==> src/rtl/ex_tracker_queued.sv <==
// EX-stage trace tracker with an order-preserving input queue and a valid/ack output.
// Define EX_TRACKER_RVALID_EN to close memory instructions on the response (rvalid).
package ex_tracker_pkg;
    typedef struct packed {
        logic [31:0] time_start;
        logic [31:0] time_end;
    } time_span_t;

    typedef struct packed {
        logic [31:0] instruction;
        logic        pass_through;
        time_span_t  ex_data;
        time_span_t  mem_access_req;
    } trace_output;
endpackage

module ex_tracker_queued
    import ex_tracker_pkg::*;
#(
    parameter int ADDR_WIDTH = 32,
    parameter int DATA_WIDTH = 32,
    parameter int DEPTH      = 4,
    parameter int CNT_WIDTH  = 16
) (
    input  logic                       clk,
    input  logic                       rst,
    input  integer                     counter,
    input  logic                       id_data_ready,
    input  trace_output                id_data_in,
    input  logic                       ex_ready,
    input  logic                       data_req_i,
    input  logic [ADDR_WIDTH-1:0]      data_addr_i,
    input  logic                       data_gnt_i,
    input  logic                       data_rvalid_i,
    input  logic                       ex_data_ack_i,
    output trace_output                ex_data_o,
    output logic                       ex_data_ready,
    output logic [$clog2(DEPTH+1)-1:0] fifo_level_o,
    output logic                       overflow_o,
    output logic [CNT_WIDTH-1:0]       drop_count_o
);
    localparam int PW = $clog2(DEPTH);
    localparam int LW = $clog2(DEPTH + 1);

    typedef enum logic [2:0] {
        S_IDLE,
        S_EX_START,
        S_WAIT_GNT,
`ifdef EX_TRACKER_RVALID_EN
        S_WAIT_RVALID,
`endif
        S_OUT_HOLD
    } state_t;

    state_t          state;
    trace_output     work;
    trace_output     stamped;
    trace_output     mem [DEPTH];
    logic [PW-1:0]   wr_ptr;
    logic [PW-1:0]   rd_ptr;
    logic [31:0]     last_instr;
    logic [31:0]     cnt;
    logic            full;
    logic            empty;
    logic            accept;
    logic            pop;
    logic            push;
    logic            drop;
    logic            unused_ok;

    assign cnt       = counter;
    assign full      = (fifo_level_o == LW'(DEPTH));
    assign empty     = (fifo_level_o == '0);
    assign accept    = id_data_ready && (id_data_in.instruction != last_instr);
    assign pop       = (state == S_IDLE) && !empty;
    // a full queue can still take an element when the head leaves on the same edge
    assign push      = accept && (!full || pop);
    assign drop      = accept && full && !pop;
    assign unused_ok = ^{data_addr_i, data_rvalid_i} ^ (DATA_WIDTH == 0);

    always_comb begin
        stamped = id_data_in;
        if (!id_data_in.pass_through)
            stamped.ex_data.time_start = cnt;
    end

    always_ff @(posedge clk) begin
        if (push)
            mem[wr_ptr] <= stamped;
    end

    always_ff @(posedge clk or posedge rst) begin
        if (rst) begin
            wr_ptr       <= '0;
            rd_ptr       <= '0;
            fifo_level_o <= '0;
            last_instr   <= '0;
            overflow_o   <= 1'b0;
            drop_count_o <= '0;
        end else begin
            if (accept)
                last_instr <= id_data_in.instruction;
            if (push)
                wr_ptr <= wr_ptr + PW'(1);
            if (pop)
                rd_ptr <= rd_ptr + PW'(1);
            if (push && !pop)
                fifo_level_o <= fifo_level_o + LW'(1);
            else if (pop && !push)
                fifo_level_o <= fifo_level_o - LW'(1);
            if (drop) begin
                overflow_o <= 1'b1;
                if (drop_count_o != '1)
                    drop_count_o <= drop_count_o + 1'b1;
            end
        end
    end

    always_ff @(posedge clk or posedge rst) begin
        if (rst) begin
            state         <= S_IDLE;
            work          <= '0;
            ex_data_o     <= '0;
            ex_data_ready <= 1'b0;
        end else begin
            case (state)
                S_IDLE: begin
                    if (!empty) begin
                        work  <= mem[rd_ptr];
                        state <= mem[rd_ptr].pass_through ? S_OUT_HOLD : S_EX_START;
                    end
                end
                S_EX_START: begin
                    if (ex_ready) begin
                        work.ex_data.time_end <= cnt;
                        work.pass_through     <= 1'b1;
                        state                 <= S_OUT_HOLD;
                    end else if (data_req_i) begin
                        work.mem_access_req.time_start <= cnt;
                        state                          <= S_WAIT_GNT;
                    end
                end
                S_WAIT_GNT: begin
                    if (data_gnt_i) begin
                        work.mem_access_req.time_end <= cnt;
                        work.pass_through            <= 1'b1;
`ifdef EX_TRACKER_RVALID_EN
                        state <= S_WAIT_RVALID;
`else
                        work.ex_data.time_end <= cnt;
                        state                 <= S_OUT_HOLD;
`endif
                    end
                end
`ifdef EX_TRACKER_RVALID_EN
                S_WAIT_RVALID: begin
                    if (data_rvalid_i) begin
                        work.ex_data.time_end <= cnt;
                        state                 <= S_OUT_HOLD;
                    end
                end
`endif
                S_OUT_HOLD: begin
                    if (ex_data_ready && ex_data_ack_i) begin
                        ex_data_ready <= 1'b0;
                        state         <= S_IDLE;
                    end else begin
                        ex_data_ready <= 1'b1;
                        ex_data_o     <= work;
                    end
                end
                default: state <= S_IDLE;
            endcase
        end
    end
endmodule

==> config.mk <==
export PLATFORM = sky130hd
export DESIGN_NAME = ex_tracker_queued
export DESIGN_NICKNAME = d
export VERILOG_FILES = /design/src/rtl/ex_tracker_queued.sv
export SDC_FILE = /design/constraint.sdc
export NUM_CORES = 1
export LEC_CHECK = 0
export ABC_CLOCK_PERIOD_IN_PS = 26200
export BUFFER_PORTS_ARGS = -buffer_cell sky130_fd_sc_hd__clkbuf_2
export CORE_ASPECT_RATIO = 0.9
export CORE_MARGIN = 8
export CORE_UTILIZATION = 50
export DETAILED_ROUTE_END_ITERATION = 16
export GPL_ROUTABILITY_DRIVEN = 0
export GPL_TIMING_DRIVEN = 0
export PLACE_DENSITY = 0.71
export SLEW_MARGIN = 20
export SYNTH_ARGS = -nofsm -noshare
export SYNTH_HDL_FRONTEND = slang
export SYNTH_SLANG_ARGS = --single-unit
==> constraint.sdc <==
create_clock -name clk -period 26.2 [get_ports clk]
set_input_delay 3.93 -clock clk [delete_from_list [all_inputs] [get_ports clk]]
set_output_delay 3.93 -clock clk [all_outputs]
set_load 0.05 [all_outputs]
==> results of run 1 <==
Yosys cell counts, drive strengths merged, types with 3 or more instances:
cell type,count
edfxtp,644
dfrtp,381
mux2,292
mux4,161
nor2,111
a21oi,101
a22oi,96
clkbuf,58
buf,53
xor2,46
nand2,13
inv,12
ha,11
nor4,10
nor3,9
nand3,7
xnor2,7
and2,5
nand4,4
o21ai,4
and3,3
worst max-delay path, delay by kind of cell:
kind / cells / cell delay [ns]
AO/OA/AOI/OAI: 1 / 0.10
buffers and inverters: 4 / 2.37
multiplexers: 1 / 0.39
area by class of cell:
type                            count  area [µm²]  area share
Antenna cell                       12       30.03   0.0006489
Timing Repair Buffer              401        2427     0.05245
Clock buffer                      136        2894     0.06253
Tap cell                         1039        1300     0.02809
Inverter                           12       52.55    0.001136
Multi-Input combinational cell    892        9582      0.2070
Sequential cell                  1025       28870      0.6239
Clock inverter                     59       639.4     0.01382
Buffer                            111       481.7     0.01041
flip-flops by register name (all words and copies together) (netlist names):
name and cells:
last_instr 32, fifo_level_o 3, state 2, drop_count_o 16
ex_data_o 161, rd_ptr 2, work 161, ex_data_ready 1
mem 644, wr_ptr 2, overflow_o 1
power breakdown:
part / switching [W] / leakage, nW / internal [W] / total, W
sequential: 0.000214 / 10.3 / 0.00224 / 0.00245
combinational: 0.00156 / 5.32 / 0.000838 / 0.00240
clock: 0.000615 / 1.74 / 0.000889 / 0.00150
placed cells by master (no fill, tap or decap), types with 2 or more instances in the layout:
cell and count:
edfxtp_1 644, dfrtp_1 381, clkbuf_2 381, mux2_2 291, mux4_2 161, nor2_1 110
clkbuf_16 105, a21oi_1 101, a22oi_1 96, clkbuf_1 74, xor2_1 46, buf_2 34
clkinv_2 20, clkinv_1 16, buf_16 16, clkbuf_8 15, buf_1 14, nand2_1 13
diode_2 12, inv_1 11, ha_1 11, bufinv_16 11, nor3_1 9, nor4_1 9
nand3_1 7, xnor2_1 7, nand4_1 4, buf_4 4, and2_4 4, buf_12 4
o21ai_0 3, and3_1 3, clkinvlp_4 3, clkinv_4 3, inv_6 2, clkinv_8 2
logic make-up (layout without fill, tap and decap cells):
family                   after synthesis  in the layout  share of synthesized area
buffers and inverters                123            719                    0.01352
adder cells (fa/ha/maj)               12             12                   0.004046
other                                  0             12                          0
multiplexers                         453            453                     0.1775
flip-flops                          1025           1025                     0.7409
AND/OR/NAND/NOR                      166            166                    0.01840
XOR/XNOR                              53             53                    0.01191
AO/OA/AOI/OAI                        208            208                    0.03368
per-stage QoR:
stage / hold slack [ns] / util / setup slack, ns / instance area [µm²] / instances
finish: 0.5001 / 0.5967 / 19.90 / 46280 / 3687
global route: 0.5132 / 0.5966 / 19.85 / 46270 / 3682
CTS: 0.4956 / 0.5964 / 19.88 / 46250 / 3675
detailed placement: 0.4864 / 0.5508 / 19.23 / 42720 / 3480
global placement: 0.4766 / 0.5438 / 7.012 / 42180 / 3460
floorplan: 0.4736 / - / 11.68 / 38970 / 2040
per-layer routing:
metal,GRT usage,vias up
met3,0.04796,192
met4,0.07852,16
li1,-,9006
met2,0.3826,760
met1,0.3097,11240
met5,0,-
worst max-delay path by stage:
stage | from | to | slack, ns | cells after the start
floorplan | rst | drop_count_o[0] | 11.68 | 1
global placement | rst | ex_data_o[2] | 7.01 | 2
detailed placement | ex_data_ack_i | ex_data_o[65] | 19.23 | 6
CTS | ex_data_ack_i | ex_data_o[68] | 19.88 | 6
global route | ex_data_ack_i | ex_data_o[65] | 19.85 | 6
finish | ex_data_ack_i | ex_data_o[65] | 19.90 | 6
==> flow_metrics.tcl, run 1 <==
set metrics [dict create \
    outcome "complete, no violations" \
    core_um2 77550 \
    clock.fmax_mhz 158.7 \
    antenna_found_initial 23 \
    ys_seq_area_frac 0.7409 \
    fin_nets 2791 \
    reg2reg_from "state[0]" \
    wl_um 101900 \
    drc 0 \
    root_buffer "clkbuf_16" \
    cts_tree "done" \
    gr-usage-all-layers 0.2324 \
    place_hpwl_um 68540 \
    slowest_delay_ns 0.94 \
    min_to "ex_data_o[141]" \
    worstMarginPinSlew_ns 1.181 \
    netlist_instances 2040 \
    hold_viol 0 \
    reg2reg_depth 7 \
    io_pins 415 \
    finalPower_w 0.006355 \
    finalSetupViolations 0 \
    rsz0062_at_grt "false" \
    syn-num-nets 2285 \
    cp-end-kind "flop" \
    topRoutingLayerUsed "met5" \
    die_height_um 280.8 \
    synth_top_area_share 0.4963 \
    grt_pass1_vias 22390 \
    vias_per_cell 5.753 \
    start_util 0.5025 \
    cp.required_ns 26.72 \
    dieArea_um2 87140 \
    slew_headroom 0.2125 \
    drive_gt1_frac 0.4040 \
    layout-area-overhead-vs-synth_pct 18.76 \
    cp_max_fo 10 \
    leakage_nw 17.40 \
    cts_setup_buffers 0 \
    syn_avg_cell_area_um2 19.10 \
    fillers 5627 \
    fin_crit_sh 0.2405 \
    r2r_end "ex_data_o[65]" \
    grt_max_degree 102 \
    crit_top_cell "clkbuf_1" \
    regToRegSetupSlack_ns 22.65 \
    htreeDepth 3 \
    ys_async_sr_fraction 0.3717 \
    netlist_area_um2 38970 \
    gr-total-overflow 0 \
    path_cells "clkbuf_2 > a21oi_1 > clkbuf_1 > clkbuf_1 > buf_2 > mux2_2" \
    wl_per_cell_um 27.63 \
    wl_met1_um 41170 \
    wl_met3_um 6918 \
    clkLatencyLatePin_ns 0.65 \
    fin_tns_setup_ns 0 \
    synth_area_leaders "edfxtp_1, dfrtp_1, mux4_2" \
    drtPass1Iterations 5 \
    met2_length_um 50410 \
    vias 21210 \
    ys_types 39 \
    critical_path_class "in2reg" \
    synth_edf_count 644 \
    clock_path_buffers 3 \
    cp-start-kind "input pin" \
    path_clk_slew_ns 0.06 \
    power_density_nw_per_um2 137.3 \
    numCtsBuffers 103 \
    drv_slew 0 \
    first_iter_violations 1865 \
    slowest_stage "clkbuf_1" \
    hold_start "work[141]" \
    cts_num_sinks 1025 \
    numPortBuffers 381 \
    ys_ff_latch 1025 \
    yosys_warnings 0 \
    synth-main-ff-cell "edfxtp_1" \
    ant_nets 0 \
    peakVddDrop_v 0.0001018 \
    worstHoldPathCells 1 \
    drv_cap 0 \
    hold_buffers 0 \
    row_count 97 \
    worstPathArrival_ns 6.82 \
    hold_path_class "reg2reg" \
    yosysTopAreaCell "edfxtp_1" \
    ctsResizeCount 0 \
    period_needed_ns 6.301 \
    grt_pass1_wl_um 148400 \
    finClkSkew_ns 0.02391 \
    fp.dieW_um 310.3 \
]
(Power assumes the default switching activity.)
==> run 2: changes to the inputs <==
- ABC_CLOCK_PERIOD_IN_PS: 26200 -> 6300
- clock period: 26.2 -> 6.3 ns (I/O delays scaled with it)
==> run 2 against run 1 <==
Net effect: clock-buffer cell count rose by 10; worst hold slack got worse by 0.30 ns; non-clock buffer count is 9 higher; critical path depth increased by 1; core utilization about the same; global-route usage about the same; first-iteration DRC count down 18%; sequential share of layout area about the same; critical path type is now reg2reg; largest cell class unchanged; highest routed layer unchanged.
==> flow_metrics.tcl, run 2 (synthesized netlist as in run 1, its figures left out) <==
set metrics [dict create \
    outcome "complete, no violations" \
    ctsResizeCount 0 \
    pre_cts_ws_ns 2.286 \
    cp.required_ns 6.84 \
    peakVddDrop_v 0.0003445 \
    grt_max_degree 43 \
    drv_slew 0 \
    antenna_found_initial 23 \
    clkLatencyLatePin_ns 0.67 \
    combPwrFrac 0.379 \
    multi_input_area_um2 9582 \
    critical_path_class "reg2reg" \
    vias 21190 \
    clock.fmax_mhz 288.0 \
    fillers 5690 \
    worstPathArrival_ns 4.01 \
    rsz0062_at_grt "false" \
    start_util 0.5025 \
    gr-usage-all-layers 0.2323 \
    placed_cells 3489 \
    period_needed_ns 3.472 \
    hold_buffers 0 \
    cts_tree "done" \
    p_clk_frac 0.232 \
    gr-total-overflow 0 \
    whs_ns 0.2048 \
    numPortBuffers 381 \
    fin_nets 2799 \
    layout-area-overhead-vs-synth_pct 18.77 \
    root_buffer "clkbuf_16" \
    clock_path_buffers 3 \
    drc 0 \
    place_hpwl_um 69770 \
    instances_no_fill 3691 \
    io_pins 415 \
    vias_per_cell 5.740 \
    finalSetupViolations 0 \
    htreeDepth 3 \
    finClkSkew_ns 0.02187 \
    hold_viol 0 \
    path_clk_slew_ns 0.06 \
    finalWorstSetupSlack_ns 2.828 \
    core_um2 77550 \
    leakage_nw 17.39 \
    seqPwrFrac 0.389 \
    fp.dieW_um 310.3 \
    numCtsBuffers 102 \
    crit_top_cell "clkbuf_1" \
    most-common-layout-cells "edfxtp_1, dfrtp_1, clkbuf_2" \
    row_count 97 \
    top_regs "mem (644), ex_data_o (161), work (161)" \
    dieArea_um2 87140 \
    ant_nets 0 \
    fin_tns_setup_ns 0 \
    hold_path_class "in2async" \
    fin_crit_sh 0.5511 \
    largest-register "mem" \
    slew_headroom 0.2668 \
    grt_pass1_wl_um 148000 \
    wl_per_cell_um 27.56 \
    regArea_um2 28870 \
    drv_cap 0 \
    wl_um 101700 \
    slowest_delay_ns 0.85 \
    layout_commonest_cell "edfxtp_1" \
    cp-start-kind "flop" \
    largest_register_ffs 644 \
    cp-end-kind "flop" \
    power_density_nw_per_um2 567.0 \
    cts_setup_buffers 0 \
    worstMarginPinSlew_ns 1.100 \
    drive_gt1_frac 0.4038 \
    p_switching_w 0.009933 \
    switching_share 0.3785 \
    die_height_um 280.8 \
    cp_max_fo 11 \
    first_iter_violations 1523 \
    drtPass1Iterations 8 \
    path_cells "ha_1 > inv_1 > a21oi_1 > clkbuf_1 > clkbuf_1 > buf_2 > mux2_2" \
    grt_pass1_vias 22690 \
    final_util 0.5968 \
    intPower_w 0.01631 \
    cts_num_sinks 1025 \
    slowest_stage "clkbuf_1" \
    regToRegSetupSlack_ns 2.83 \
]
[run 2: cell types whose count changed in the layout (fill, tap and decap cells not counted), sizes merged]
cell / delta
bufinv: -4
clkinv: -10
buf: +9
clkinvlp: -1
clkbuf: +10
[run 2: area by class of cell]
type,instances,share of cell area
Clock buffer,146,0.06242
Timing Repair Buffer,410,0.05520
Clock inverter,44,0.01130
Inverter,12,0.001054
Buffer,111,0.01041
Multi-Input combinational cell,892,0.2070
Sequential cell,1025,0.6238
Tap cell,1039,0.02809
Antenna cell,12,0.0006488
[run 2: final timing paths]
check | startpoint | endpoint | cells past startpoint
max | state[1] | ex_data_o[69] | 7
min | rst | ex_data_o[142] | 2
max reg2reg | state[1] | ex_data_o[69] | 7
min reg2reg | overflow_o | overflow_o | 1
max in group asynchronous | rst | work[45] | 7
min in group clk | overflow_o | overflow_o | 1
[run 2: per-layer routing]
layer  up-vias  wire length [µm]  share of wire  global-route usage
li1       9038                 -              -                   -
met1     11120             40320           0.40              0.3022
met2       813             50580           0.50              0.3843
met3       201              7458          0.073             0.05534
met4        18              3257          0.032             0.08007
met5         -                95        0.00093                   0
[run 2: stage by stage]
stage | power (W) | area [µm²]
after floorplan | 0.01706 | 38970
after global placement | 0.02019 | 42180
after detailed placement | 0.02038 | 42840
after CTS | 0.02651 | 46250
after global routing | 0.02743 | 46260
final | 0.02624 | 46280
[run 2: power by group through the flow]
stage,registers [W],clock network (W),logic [W]
6_report,0.0102,0.00609,0.00994
3_3_place_gp,0.0105,0,0.00964
3_5_place_dp,0.0103,0,0.0101
2_1_floorplan,0.0121,0,0.00493
5_1_grt,0.0104,0.00646,0.0106
4_1_cts,0.0102,0.00621,0.0101
[run 2: critical path, delay by kind of cell (launching register included)]
kind	cells	cell delay (ns)
flops	1	0.44
fa+ha+maj	1	0.20
buf+inv	4	2.21
mux	1	0.38
compound gates	1	0.10
